==> src/rtl/imm_extend_pipe.sv <==
// Decode-stage immediate generator: extends the selected immediate field at push time
// and buffers {imm, tag, illegal} in a 2-entry FIFO so execute back-pressure never loses data.
module imm_extend_pipe #(
    parameter int XLEN        = 32,
    parameter int INSTR_WIDTH = 32,
    parameter int TAG_W       = 5,
    parameter int ERR_CNT_W   = 8
) (
    input  logic                   clk,
    input  logic                   rst_n,
    input  logic                   flush,
    input  logic                   in_valid,
    output logic                   in_ready,
    input  logic [INSTR_WIDTH-1:0] in_instr,
    input  logic [2:0]             in_imm_src,
    input  logic [TAG_W-1:0]       in_tag,
    output logic                   out_valid,
    input  logic                   out_ready,
    output logic [XLEN-1:0]        out_imm,
    output logic [TAG_W-1:0]       out_tag,
    output logic                   out_illegal,
    output logic [ERR_CNT_W-1:0]   err_cnt
);

    localparam int ENTRY_W = XLEN + TAG_W + 1;

    logic [XLEN-1:0]          imm_calc;
    logic                     illegal_calc;
    logic [1:0]               count_reg, count_next;
    logic                     wr_ptr_reg, rd_ptr_reg;
    logic [ERR_CNT_W-1:0]     err_cnt_reg;
    logic                     push, pop;
    logic [1:0][ENTRY_W-1:0]  entry_bus;
    logic [ENTRY_W-1:0]       head;
    logic                     unused_opcode_bits;

    // The opcode field never contributes to any immediate.
    assign unused_opcode_bits = ^in_instr[6:0];

    // Signed size casts perform the sign fill from the field MSB up to XLEN-1.
    always_comb begin
        imm_calc     = '0;
        illegal_calc = 1'b0;
        unique case (in_imm_src)
            3'b000: imm_calc = XLEN'($signed(in_instr[31:20]));
            3'b001: imm_calc = XLEN'($signed({in_instr[31:25], in_instr[11:7]}));
            3'b010: imm_calc = XLEN'($signed({in_instr[31], in_instr[7], in_instr[30:25],
                                              in_instr[11:8], 1'b0}));
            3'b011: imm_calc = XLEN'($signed({in_instr[31], in_instr[19:12], in_instr[20],
                                              in_instr[30:21], 1'b0}));
            3'b100: imm_calc = XLEN'($signed({in_instr[31:12], 12'b0}));
            3'b101: imm_calc = XLEN'(in_instr[19:15]);
            3'b110: begin
                if (XLEN == 64) imm_calc = XLEN'(in_instr[25:20]);
                else            imm_calc = XLEN'(in_instr[24:20]);
            end
            default: illegal_calc = 1'b1;
        endcase
    end

    assign in_ready   = (count_reg != 2'd2);
    assign out_valid  = (count_reg != 2'd0);
    assign push       = in_valid && in_ready && !flush;
    assign pop        = out_valid && out_ready && !flush;
    assign count_next = count_reg + {1'b0, push} - {1'b0, pop};

    always_ff @(posedge clk or negedge rst_n) begin
        if (!rst_n) begin
            count_reg  <= 2'd0;
            wr_ptr_reg <= 1'b0;
            rd_ptr_reg <= 1'b0;
        end else if (flush) begin
            count_reg  <= 2'd0;
            wr_ptr_reg <= 1'b0;
            rd_ptr_reg <= 1'b0;
        end else begin
            count_reg <= count_next;
            if (push) wr_ptr_reg <= ~wr_ptr_reg;
            if (pop)  rd_ptr_reg <= ~rd_ptr_reg;
        end
    end

    // Saturating count of illegal selects that were actually accepted; flush leaves it alone.
    always_ff @(posedge clk or negedge rst_n) begin
        if (!rst_n)
            err_cnt_reg <= '0;
        else if (push && illegal_calc && (err_cnt_reg != {ERR_CNT_W{1'b1}}))
            err_cnt_reg <= err_cnt_reg + ERR_CNT_W'(1);
    end

    genvar gi;
    generate
        for (gi = 0; gi < 2; gi++) begin : g_entry
            logic [ENTRY_W-1:0] entry_reg;
            always_ff @(posedge clk or negedge rst_n) begin
                if (!rst_n)
                    entry_reg <= '0;
                else if (push && (wr_ptr_reg == 1'(gi)))
                    entry_reg <= {imm_calc, in_tag, illegal_calc};
            end
            assign entry_bus[gi] = entry_reg;
        end
    endgenerate

    assign head        = entry_bus[rd_ptr_reg];
    assign out_imm     = head[ENTRY_W-1 -: XLEN];
    assign out_tag     = head[TAG_W:1];
    assign out_illegal = head[0];
    assign err_cnt     = err_cnt_reg;

endmodule
==> config.mk <==
export PLATFORM = sky130hd
export DESIGN_NAME = imm_extend_pipe
export DESIGN_NICKNAME = d
export VERILOG_FILES = /design/src/rtl/imm_extend_pipe.sv
export SDC_FILE = /design/constraint.sdc
export NUM_CORES = 1
export LEC_CHECK = 0
export ABC_AREA = 1
export BUFFER_PORTS_ARGS = -buffer_cell sky130_fd_sc_hd__buf_2
export CORE_ASPECT_RATIO = 0.75
export CORE_MARGIN = 3
export CORE_UTILIZATION = 30
export CTS_CLUSTER_SIZE = 8
export DETAILED_ROUTE_END_ITERATION = 10
export SLEW_MARGIN = 5
export SYNTH_ARGS = -nofsm -noshare
export SYNTH_HDL_FRONTEND = slang
export SYNTH_SLANG_ARGS = --single-unit
==> constraint.sdc <==
create_clock -name clk -period 1.5 [get_ports clk]
set_input_delay 0.225 -clock clk [delete_from_list [all_inputs] [get_ports clk]]
set_output_delay 0.225 -clock clk [all_outputs]
set_load 0.01 [all_outputs]
==> flow_summary.yaml <==
outcome:
  status: "finished, violations left"
  failed_checks: "negative setup slack"
floorplanning:
  num_rows: 37
  die_y_um: 111
  io_pins: 93
  die_w_um: 146
  coreArea_mm2: 0.0140
  initial_utilization: 0.314
  die_area_mm2: 0.0162
clocking:
  numClockSinks: 88
  cts.path.max_buffers: 2
  cts_tree: "yes"
  root_buffer: "clkbuf_16"
  cts_buffers: 9
  path_clk_slew_ns: 0.06
  htree_levels: 3
  insertion_delay_ns: 0.34
sta:
  fin_ws_ns: -0.0931
  slew_headroom: 0.764
  finalHoldViolations: 0
  worstMarginPinSlew_ns: 0.354
  fmax_mhz: 628
  finalSetupViolCount: 37
  post-route-period-util: 1.06
  skew_ns: 0.00654
  min_period_ns: 1.59
  drv_slew: 0
  rsz0062_at_grt: "true"
global_routing:
  antenna_found_initial: 1
  track_usage: 0.147
  grt_overflow: 0
  grt_max_degree: 48
  grt_pass1_vias: 3718
  grt_pass1_wl_um: 19000
synth:
  synth.yosys.seq_area_share: 0.500
  synth_xor_area_frac: 0.0139
  postSynthAreaPerCell_um2: 7.68
  synth_top_cell_by_area: "dfrtp_1"
  ys_top_cells_by_area: "dfrtp_1 50%, nand2_1 21%, o21ai_1 5.8%"
  synth_warnings: 0
  synth_top_area_frac: 0.500
  synth_top_family_by_area: "simple AND/OR/NAND/NOR gates"
  synth_compound_area_frac: 0.106
  ys_types: 28
  syn_inst: 574
  ys_ff_latch: 88
  synth_fp_nets: 622
  synth_fa_ha_area_frac: 0.00852
  synth.area.mux_share: 0
  netlist_area_mm2: 0.00441
  synthSimpleGateAreaFrac: 0.283
worst_hold_path:
  hold_depth: 3
  holdCritStartpoint: "in_tag[4]"
  hold_path.class: "input pin to register"
cells_and_area:
  num_antenna_cells: 0
  largest_register_ffs: 76
  nNetsFinal: 723
  drive_above_1_share: 0.250
  area_growth_pct: 28.1
  fillers: 1460
setup_path:
  critical_path_buf_inv_count: 2
  ff2ff_path_depth: 8
  crit_path_start_kind: "register"
  r2r-start: "count_reg[0]"
  worstPathMaxFanout: 20
  critPathSlowestCell: "dfrtp_2"
  crit_path_end_kind: "output pin"
  cpPeakStageDelay_ns: 0.44
  crit_type: "register to output pin"
  cp_cell_sequence: "buf_12 > o21ai_0 > buf_2"
  worstSetupPathDepth: 3
  crit_family: "flip-flops"
  required_ns: 1.27
  crit_start: "rd_ptr_reg"
  cp.arrival_ns: 1.37
flow_run:
  cap_viol_max_count: 0
pwr:
  power.total_uw: 8060
  ir_drop_v: 0.000778
  cellPowerDensity_mw_per_mm2: 1430
  leakagePower_uw: 0.00298
place:
  place.gp.congestion: 0.805
  port_buffers: 85
  place_ws_ns: -0.0473
  dp_hpwl_um: 8320
detailed_routing:
  wl_um: 11500
  ant_nets: 0
  drtIter0Drc: 221
  wl_met1_um: 5860
  wl_per_cell_um: 13.1
  vias: 3821
  routed.top_layer: "met5"
  drc_errors: 0
  firstDrtPassIters: 6
  vias_per_cell: 4.37
  met2_length_um: 4660
  route.met3.wl_um: 760
[repair_timing]
| item | 4_1_cts | 5_1_grt |
|---|---|---|
| endpoints found under the setup margin | 40 | 89 |
| setup buffers | 6 | 2 |
| gates cloned | 0 | 0 |
| pin swaps | 3 | 2 |
| resized for setup | 19 | 20 |
| hold buffers | 1 | 0 |
| hold endpoints to repair | 47 | 0 |
[worst reg2reg max path: cells and delay by family (launching register included)]
| family | cells | cell delay [ns] |
|---|---|---|
| xor+xnor | 1 | 0.13 |
| fa+ha+maj | 2 | 0.43 |
| buf+inv | 1 | 0.04 |
| flops | 1 | 0.39 |
| simple gates | 4 | 0.47 |
[per-layer routing]
layer  vias up  GRT usage
li1       1992          -
met1      1726      0.209
met2        86      0.208
met3        15     0.0535
met4         2     0.0417
met5         -          0
[Yosys cell counts, drive strengths merged]
cell,number
a21boi,1
a21oi,9
buf,21
clkbuf,6
dfrtp,88
ha,3
inv,57
nand2,259
nand3,18
nand4,6
nor2,15
nor3,1
o211ai,1
o21ai,81
or2,1
xnor2,4
xor2,3
[final timing paths]
kind	end	slack, ns
max reg2reg	count_reg[1]	-0.02
min	g_entry[1].entry_reg[5]	0.10
min in group asynchronous	count_reg[0]	0.26
max in group asynchronous	rd_ptr_reg	0.75
min reg2reg	g_entry[1].entry_reg[35]	0.48
max	out_imm[26]	-0.09
[logic make-up after synthesis]
family | Yosys count
fa+ha+maj | 3
simple gates | 300
xor+xnor | 7
compound gates | 92
buf+inv | 84
flops | 88
[area by class of cell]
type / count / area [um2] / area share
Sequential cell: 88 / 2200 / 0.390
Multi-Input combinational cell: 402 / 1880 / 0.334
Timing Repair Buffer: 117 / 791 / 0.140
Tap cell: 195 / 244 / 0.0432
Clock buffer: 11 / 243 / 0.0430
Inverter: 57 / 224 / 0.0397
Clock inverter: 5 / 56.3 / 0.00997
[report_power, final]
part	internal [uW]	total, uW	switching [uW]
combinational	1050	2440	1380
sequential	3040	3360	325
clock	1330	2260	926
[layout by cell type, fill, tap and decap left out, types with 2 or more instances in the layout]
master / Yosys / layout
inv_6: 0 / 2
clkinv_2: 0 / 2
nand3_1: 17 / 16
inv_2: 4 / 8
nor2_2: 2 / 5
buf_6: 6 / 4
a21oi_1: 9 / 9
clkbuf_16: 0 / 9
o21ai_1: 51 / 60
buf_12: 0 / 8
xnor2_1: 4 / 3
nand2_1: 252 / 249
nand2_2: 4 / 6
nand2_4: 2 / 3
o21ai_0: 30 / 17
dfrtp_1: 88 / 87
o21ai_2: 0 / 4
nand4_1: 6 / 6
buf_2: 12 / 82
buf_4: 3 / 22
xor2_1: 3 / 2
inv_1: 51 / 47
nor2_1: 12 / 9
[per-stage QoR]
stage / setup TNS, ns / instance area [um2] / util / hold slack, ns / std cells
detailed placement: -0.0765 / 5180 / 0.370 / 0.0821 / 850
CTS: -3.06 / 5580 / 0.397 / 0.0842 / 873
floorplan: -0.0522 / 4410 / - / -0.0706 / 574
global route: -5.05 / 5650 / 0.402 / 0.112 / 875
finish: -1.86 / 5650 / 0.402 / 0.103 / 875
global placement: -0.0661 / 5180 / 0.370 / 0.0815 / 850
No activity file was read; power rests on OpenSTA's default activity.
